[config.mk]
export PLATFORM = sky130hd
export DESIGN_NAME = fetch_stage_flat
export DESIGN_NICKNAME = d
export VERILOG_FILES = /design/src/rtl/fetch_stage_if.sv /design/src/rtl/fetch_stage.sv /design/src/flat_wrapper.sv
export SDC_FILE = /design/constraint.sdc
export NUM_CORES = 1
export LEC_CHECK = 0
export ABC_AREA = 1
export BUFFER_PORTS_ARGS = -buffer_cell sky130_fd_sc_hd__buf_2
export CELL_PAD_IN_SITES_DETAIL_PLACEMENT = 0
export CELL_PAD_IN_SITES_GLOBAL_PLACEMENT = 1
export CORE_ASPECT_RATIO = 1.75
export CORE_UTILIZATION = 41
export DETAILED_ROUTE_END_ITERATION = 16
export PLACE_DENSITY_LB_ADDON = 0.1
export SLEW_MARGIN = 10
export SYNTH_ARGS = -nofsm -noshare
export SYNTH_HDL_FRONTEND = slang
export SYNTH_SLANG_ARGS = --single-unit
[constraint.sdc]
create_clock -name clk -period 1.87 [get_ports clk]
set_input_delay 0.4675 -clock clk [delete_from_list [all_inputs] [get_ports clk]]
set_output_delay 0.4675 -clock clk [all_outputs]
set_load 0.01 [all_outputs]
[src/rtl/fetch_stage_if.sv]
// Instruction-memory read port: request/grant for the address phase, rvalid/rdata
// for the response phase. Responses cannot be back-pressured.
interface fetch_stage_if;
   logic        req;
   logic [31:0] addr;
   logic        gnt;
   logic        rvalid;
   logic [31:0] rdata;

   modport master (output req, addr, input gnt, rvalid, rdata);
   modport slave  (input req, addr, output gnt, rvalid, rdata);
endinterface

[src/rtl/fetch_stage.sv]
// Instruction-fetch stage: one outstanding imem read, redirect with stale-response
// discard, and a one-entry skid register behind the IF/ID output register.
//
// state  | meaning
// -------+---------------------------------------------------------------
// S_IDLE | no request; waiting for the skid register to drain
// S_REQ  | imem_req asserted with fetch_pc as address, waiting for grant
// S_WAIT | granted, waiting for rvalid (dropped if discard is set)
module fetch_stage #(
   parameter logic [31:0] RESET_PC = 32'h0000_0000
) (
   input  logic          clk,
   input  logic          rst,
   input  logic          stall_c,
   input  logic          redirect_c,
   input  logic [31:0]   redirect_pc_i,
   fetch_stage_if.master imem,
   output logic [31:0]   pc_o,
   output logic [31:0]   instruction_o,
   output logic          valid_o
);

   typedef enum logic [1:0] {S_IDLE, S_REQ, S_WAIT} state_t;

   state_t      state_q, state_d;
   logic [31:0] fetch_pc_q, fetch_pc_d;
   logic [31:0] req_pc_q, req_pc_d;
   logic [31:0] redir_pc_q, redir_pc_d;
   logic        redir_pend_q, redir_pend_d;
   logic        discard_q, discard_d;
   logic        out_valid_q, out_valid_d;
   logic [31:0] out_pc_q, out_pc_d;
   logic [31:0] out_instr_q, out_instr_d;
   logic        skid_valid_q, skid_valid_d;
   logic [31:0] skid_pc_q, skid_pc_d;
   logic [31:0] skid_instr_q, skid_instr_d;

   logic [31:0] redir_tgt;
   logic        out_free;
   logic        resp_keep;

   assign redir_tgt = {redirect_pc_i[31:2], 2'b00};
   assign out_free  = !stall_c || !out_valid_q;
   assign resp_keep = (state_q == S_WAIT) && imem.rvalid && !discard_q;

   assign imem.req      = (state_q == S_REQ);
   assign imem.addr     = fetch_pc_q;
   assign valid_o       = out_valid_q;
   assign pc_o          = out_pc_q;
   assign instruction_o = out_instr_q;

   always_ff @(posedge clk) begin
      if (rst) begin
         state_q      <= S_IDLE;
         fetch_pc_q   <= RESET_PC;
         req_pc_q     <= '0;
         redir_pc_q   <= '0;
         redir_pend_q <= 1'b0;
         discard_q    <= 1'b0;
         out_valid_q  <= 1'b0;
         out_pc_q     <= '0;
         out_instr_q  <= '0;
         skid_valid_q <= 1'b0;
         skid_pc_q    <= '0;
         skid_instr_q <= '0;
      end else begin
         state_q      <= state_d;
         fetch_pc_q   <= fetch_pc_d;
         req_pc_q     <= req_pc_d;
         redir_pc_q   <= redir_pc_d;
         redir_pend_q <= redir_pend_d;
         discard_q    <= discard_d;
         out_valid_q  <= out_valid_d;
         out_pc_q     <= out_pc_d;
         out_instr_q  <= out_instr_d;
         skid_valid_q <= skid_valid_d;
         skid_pc_q    <= skid_pc_d;
         skid_instr_q <= skid_instr_d;
      end
   end

   always_comb begin
      state_d      = state_q;
      fetch_pc_d   = fetch_pc_q;
      req_pc_d     = req_pc_q;
      redir_pc_d   = redir_pc_q;
      redir_pend_d = redir_pend_q;
      discard_d    = discard_q;
      out_valid_d  = out_valid_q;
      out_pc_d     = out_pc_q;
      out_instr_d  = out_instr_q;
      skid_valid_d = skid_valid_q;
      skid_pc_d    = skid_pc_q;
      skid_instr_d = skid_instr_q;

      case (state_q)
         S_IDLE: if (!skid_valid_q) state_d = S_REQ;
         S_REQ: begin
            if (imem.gnt) begin
               req_pc_d     = fetch_pc_q;
               fetch_pc_d   = redir_pend_q ? redir_pc_q : fetch_pc_q + 32'd4;
               redir_pend_d = 1'b0;
               state_d      = S_WAIT;
            end
         end
         S_WAIT: begin
            if (imem.rvalid) begin
               if (discard_q) begin
                  discard_d = 1'b0;
                  state_d   = S_REQ;
               end else if (out_free) begin
                  state_d = S_REQ;
               end else begin
                  state_d = S_IDLE;
               end
            end
         end
         default: state_d = S_IDLE;
      endcase

      // Skid drains first; a fresh response parks in the skid only when the output is held.
      if (out_free) begin
         if (skid_valid_q) begin
            out_valid_d  = 1'b1;
            out_pc_d     = skid_pc_q;
            out_instr_d  = skid_instr_q;
            skid_valid_d = 1'b0;
            skid_pc_d    = '0;
            skid_instr_d = '0;
         end else if (resp_keep) begin
            out_valid_d = 1'b1;
            out_pc_d    = req_pc_q;
            out_instr_d = imem.rdata;
         end else begin
            out_valid_d = 1'b0;
            out_pc_d    = '0;
            out_instr_d = '0;
         end
      end else if (resp_keep) begin
         skid_valid_d = 1'b1;
         skid_pc_d    = req_pc_q;
         skid_instr_d = imem.rdata;
      end

      if (redirect_c) begin
         out_valid_d  = 1'b0;
         out_pc_d     = '0;
         out_instr_d  = '0;
         skid_valid_d = 1'b0;
         skid_pc_d    = '0;
         skid_instr_d = '0;
         fetch_pc_d   = redir_tgt;
         redir_pend_d = 1'b0;
         case (state_q)
            S_IDLE: state_d = S_REQ;
            S_REQ: begin
               discard_d = 1'b1;
               // Ungranted request must keep its address; the target is applied at grant.
               if (!imem.gnt) begin
                  fetch_pc_d   = fetch_pc_q;
                  redir_pc_d   = redir_tgt;
                  redir_pend_d = 1'b1;
               end
            end
            S_WAIT: begin
               if (imem.rvalid) begin
                  discard_d = 1'b0;
                  state_d   = S_REQ;
               end else begin
                  discard_d = 1'b1;
               end
            end
            default: ;
         endcase
      end
   end

endmodule
[src/flat_wrapper.sv]
// flat-port wrapper written by rule: the top's interface ports become plain ports
module fetch_stage_flat 
#(
   parameter logic [31:0] RESET_PC = 32'h0000_0000
)
  (clk, rst, stall_c, redirect_c, redirect_pc_i, pc_o, instruction_o, valid_o, imem_req, imem_addr, imem_gnt, imem_rvalid, imem_rdata);
  fetch_stage_if imem_i ();
  input  logic clk;
  input  logic rst;
  input  logic stall_c;
  input  logic redirect_c;
  input  logic [31:0] redirect_pc_i;
  output logic [31:0] pc_o;
  output logic [31:0] instruction_o;
  output logic valid_o;
  output wire logic [$bits(imem_i.req)-1:0] imem_req;
  output wire logic [$bits(imem_i.addr)-1:0] imem_addr;
  input wire logic [$bits(imem_i.gnt)-1:0] imem_gnt;
  input wire logic [$bits(imem_i.rvalid)-1:0] imem_rvalid;
  input wire logic [$bits(imem_i.rdata)-1:0] imem_rdata;
  assign imem_req = imem_i.req;
  assign imem_addr = imem_i.addr;
  assign imem_i.gnt = imem_gnt;
  assign imem_i.rvalid = imem_rvalid;
  assign imem_i.rdata = imem_rdata;
  fetch_stage #(.RESET_PC(RESET_PC)) u_core (.clk(clk), .rst(rst), .stall_c(stall_c), .redirect_c(redirect_c), .redirect_pc_i(redirect_pc_i), .imem(imem_i), .pc_o(pc_o), .instruction_o(instruction_o), .valid_o(valid_o));
endmodule
After elaboration in Yosys (flattened, before gate mapping)
Cells that the tools add are included.

storage, ports and cells
  register bits after elaboration = 228
  word-level logic and storage cells = 71

cells by class
  $add $sub $neg = 1
  equality and inequality tests = 4
  muxes and demuxes = 36
  bitwise gates (word level) = 1
  reduce and logical (&&, ||, !) cells = 17

operator list
  operator                                                                count
  32-bit two-way mux                                                      15
  32-bit by 3-bit adder with 32-bit output (second input constant)        1
  1-bit two-way mux                                                       12
  2-bit two-way mux                                                       6
  2-bit case mux with 3 select lines                                      1
  2-bit AND reduction                                                     3
  3-bit AND reduction                                                     2
  2-bit nonzero test                                                      3
  2-bit by 1-bit != test with 1-bit output (second input constant)        2
  2-bit case mux with 2 select lines                                      1
  1-bit logical NOT                                                       3
  3-bit OR reduction                                                      1
  2-bit by 1-bit equality test with 1-bit output (second input constant)  1
  2-bit equality test (second input constant)                             1
  1-bit logical AND                                                       2
  2-bit logical NOT                                                       1
  1-bit case mux with 2 select lines                                      1
  2-bit OR reduction                                                      1
  1-bit logical OR                                                        1
  1-bit inverter                                                          1

Depth between registers and ports, before layout
  depth after elaboration = 9
  gate-level depth with buffers = 12
  depth with buffers taken out = 12

Least setup slack after synthesis
Ideal clock, no wire load.

  path type = register -> register
  start = register u_core.state_q[1]
  end = register u_core.fetch_pc_q[14], in the netlist u_core.imem.addr[14]
  setup time = 0.112 ns
  arrival = 1.511 ns
  slack = 0.247 ns
  stages on the path, launching flop included = 10
  path buffers = 1
  period minus slack after synthesis = 1.623 ns
  path through = dfxtp_1 -> inv_1 -> ha_1 -> nand2_2 -> inv_2 -> a21oi_4 -> clkbuf_1 -> nor2_1 -> nand2_1 -> nand2_1

between the ends
  longest elaborated chain between the ends = 3
  elaborated cells on any way between the ends = 6
  classes of those cells = eq/ne (2); mux (2); reduce/logical (2)

ends and longest elaborated chain
  item                                                                        line                RTL
  start, declared                                                             fetch_stage.sv:25   state_t state_q, state_d;
  start signal, assigned                                                      fetch_stage.sv:67   state_q <= state_d;
  2-bit by 1-bit equality test with 1-bit output *                            n/a
  via imem_req                                                                flat_wrapper.sv:16  output wire logic [$bits(imem_i.req)-1:0] imem_req;
  2-bit by 1-bit != test with 1-bit output (no line) (tied with other cells)  n/a
  3-bit AND reduction (no line) or 32-bit two-way mux (tied branches)         n/a
  end signal, assigned                                                        fetch_stage.sv:68   fetch_pc_q <= fetch_pc_d;
  end, declared                                                               fetch_stage.sv:26   logic [31:0] fetch_pc_q, fetch_pc_d;

The timed path passes the listed nets; every way through them passes the cells marked *.
A chain may end at the register's enable or synchronous reset.

Worst setup path after layout
  start = register u_core.state_q[1]
  end = output imem_req

between the ends
  longest elaborated chain between the ends = 1

ends and longest elaborated chain
  item                                            line                RTL
  2-bit by 1-bit equality test with 1-bit output  fetch_stage.sv:46   assign imem.req = (state_q == S_REQ);
  end, declared                                   flat_wrapper.sv:16

No other way between the ends.

==> metrics.cfg <==
[run_status]
status = complete, no violations

[timing]
setup_viol = 0
fin_skew_ps = 18.3
min_period_ps = 1800
final-hold-violation-count = 0
fmaxAchievable_mhz = 555
rsz0062_at_grt = false
tns_ps = 0
holdWs_ps = 226
slew_viol_final = 0
period_share_pct = 96.4

[setup_path]
worst_path_max_delay_cell = dfxtp_1
cp.depth = 3
path_cells = inv_1, ha_2, buf_2
critical-path-top-delay-family = flip-flops
start_kind = register
worst-path-buf-inv = 2
reg2reg_to = u_core.imem.addr[27]$_SDFFE_PP0P_
timing.rr.start = u_core.state_q[1]$_SDFF_PP0_
critPathMaxFanout = 3
required_ps = 1400
rr_worst_depth = 8
r2r_slack_ps = 200
end_kind = primary output
critical_path_class = reg2out
critPathMaxStageDelay_ps = 330
arrival_ps = 1340

[clock_network]
cts_buffer_depth = 3
cts_root_buf = clkbuf_16
clkLatencyLatePin_ps = 520
numCtsBuffers = 23
htree_levels = 1
cts.sinks = 222
clkTransAtPathRegs_ps = 60
cts_tree = yes

[cells_and_area]
nets = 1535
nFillCells = 2389
drive_above_1_share_pct = 20.7
final_common_cell = nand2_1
area.growth.synth_to_final_pct = 21.0
antenna_cells = 0
multi_input_area_sq_um = 4640
seqCellArea_sq_um = 4450
final_cell_mix = nand2_1, dfxtp_1, buf_2

[synthesis]
ys.warnings.count = 0
netlist_instances = 1310
syn_area_sq_um = 9860
ys_types = 47
synth_ff_type = dfxtp_1
yosysTopAreaCell = dfxtp_1
ys_seq_area_share_pct = 45.1
synthTopCellsByArea = dfxtp_1, nand2_1, o21ai_0, nand3_1, a21oi_1
syn_avg_cell_area_sq_um = 7.52
synth_top_cell_area_share_pct = 45.1
synth_edf_count = 0
async_flop_share_pct = 0
synth-seq-cells = 222

[drt]
vias = 9464
postRouteAntennaNets = 0
wire_per_inst_microns = 16.7
drt-pass1-iter-count = 5
drc_errors = 0
via_per_inst = 5.32
drt_iter0_drc = 513
routed_wl_microns = 29800

[floorplan]
die_height_microns = 207
core.rowCount = 74
dieArea_sq_um = 24700
die_x_microns = 119
start_util_pct = 42.1
ioPinCount = 168
core_area_sq_um = 23400

[grt]
gr-total-overflow = 0
grt_pass1_vias = 9160
grt_first_pass_wirelength_microns = 48300
track_usage_pct = 24.0
antenna_found_initial = 0
grt_max_degree = 55

[worst_hold_path]
whs_endpoint = u_core.skid_instr_q[26]$_SDFFE_PP0P_
hp-class = in2reg
whs_path_depth = 3
hp-start = imem_rdata[26]

[placement]
place.gp.congestion = 0.857
io_buffer_count = 163
dp_hpwl_microns = 20800

[power]
p_per_area_nw_per_um2 = 960
ir_worst_vdd_mv = 0.755
p_leak_nw = 4.78

[run]
cap_violations = 0

## worst max-delay path by stage
stage / end / start / slack (ps)
5_1_grt: u_core.pc_o[20]$_SDFFE_PP0P_ / u_core.state_q[0]$_SDFF_PP0_ / 10
3_5_place_dp: u_core.instruction_o[12]$_SDFFE_PP0P_ / u_core.state_q[0]$_SDFF_PP0_ / 70
4_1_cts: u_core.instruction_o[12]$_SDFFE_PP0P_ / u_core.state_q[0]$_SDFF_PP0_ / 30
2_1_floorplan: u_core.imem.addr[14]$_SDFFE_PP0P_ / u_core.state_q[1]$_SDFF_PP0_ / 250
3_3_place_gp: u_core.instruction_o[9]$_SDFFE_PP0P_ / u_core.state_q[0]$_SDFF_PP0_ / 110
6_report: imem_req / u_core.state_q[1]$_SDFF_PP0_ / 70
## tightest hold or removal path, stage by stage
cell	delay, ps
buf_2	100
nand2_1	80
o21ai_1	60
## report_power, final
group / leakage (nW) / switching (mW) / internal, mW
combinational: 2.62 / 1.07 / 0.631
clock: 0.358 / 1.89 / 2.61
sequential: 1.80 / 0.250 / 5.00
total: 4.78 / 3.21 / 8.25
## area by class of cell
class	count	area share, %
clock buffer	35	5.62
clock inverter	6	0.545
inverter	67	2.12
multi-input combinational	921	38.9
sequential	222	37.3
tap	304	3.19
timing repair buffer	225	12.3
## cell usage after synthesis, types with 2 or more instances
library cell / number
a21oi_1: 110
a21oi_2: 2
a221oi_1: 55
buf_1: 9
buf_2: 23
buf_4: 11
buf_6: 12
clkbuf_1: 42
clkbuf_8: 2
clkinv_1: 3
dfxtp_1: 222
ha_1: 5
inv_1: 58
inv_2: 6
nand2_1: 249
nand2_2: 5
nand3_1: 114
nand3_2: 2
nand4_1: 5
nor2_1: 120
nor2_2: 6
nor2_4: 4
nor3_1: 56
o211ai_1: 4
o21ai_0: 140
o21ai_1: 6
o221ai_1: 7
o22ai_1: 7
or2_2: 3
xnor2_1: 3
xor2_1: 3
## metal layers
layer | wire [microns] | share of wire (%) | vias up | track usage, %
li1 | - | - | 4781 | -
met2 | 15200 | 51 | 250 | 42.9
met3 | 1290 | 4.3 | 50 | 2.78
met1 | 12400 | 42 | 4383 | 29.0
met5 | 0 | 0 | - | 0
met4 | 962 | 3.2 | 0 | 9.25
## logic make-up after synthesis
group	count (synthesis)	synth area share [%]
xor+xnor	6	0.533
other cells	1	0.0380
buf+inv	169	8.42
simple gates	569	25.2
flops	222	45.1
fa+ha+maj	5	0.635
compound gates	338	20.1
## metrics by stage
step	std cells	util (%)	setup slack, ps	cell area (sq um)	power (mW)
floorplan	1311	-	247	9860	6.34
global placement	1738	47.6	108	11100	7.02
detailed placement	1738	47.6	67.8	11100	7.04
CTS	1779	50.7	26.9	11900	11.5
global route	1780	50.9	11.0	11900	12.0
finish	1780	50.9	66.9	11900	11.5
## state kept, by name, summed over array words and instances, names as in the netlist
signal and count:
u_core.discard_q 1, u_core.imem.addr 30, u_core.state_q 2, u_core.redir_pend_q 1, u_core.req_pc_q 30, u_core.skid_pc_q 31
u_core.redir_pc_q 30, u_core.instruction_o 32, u_core.skid_valid_q 1, u_core.pc_o 31, u_core.valid_o 1, u_core.skid_instr_q 32
## repair_timing
action / 4_1_cts / 5_1_grt
setup endpoints to repair: 0 / 80
resized for setup: 0 / 11
hold buffers: 0 / 0
buffers inserted: 0 / 0
(Power assumes the default switching activity.)
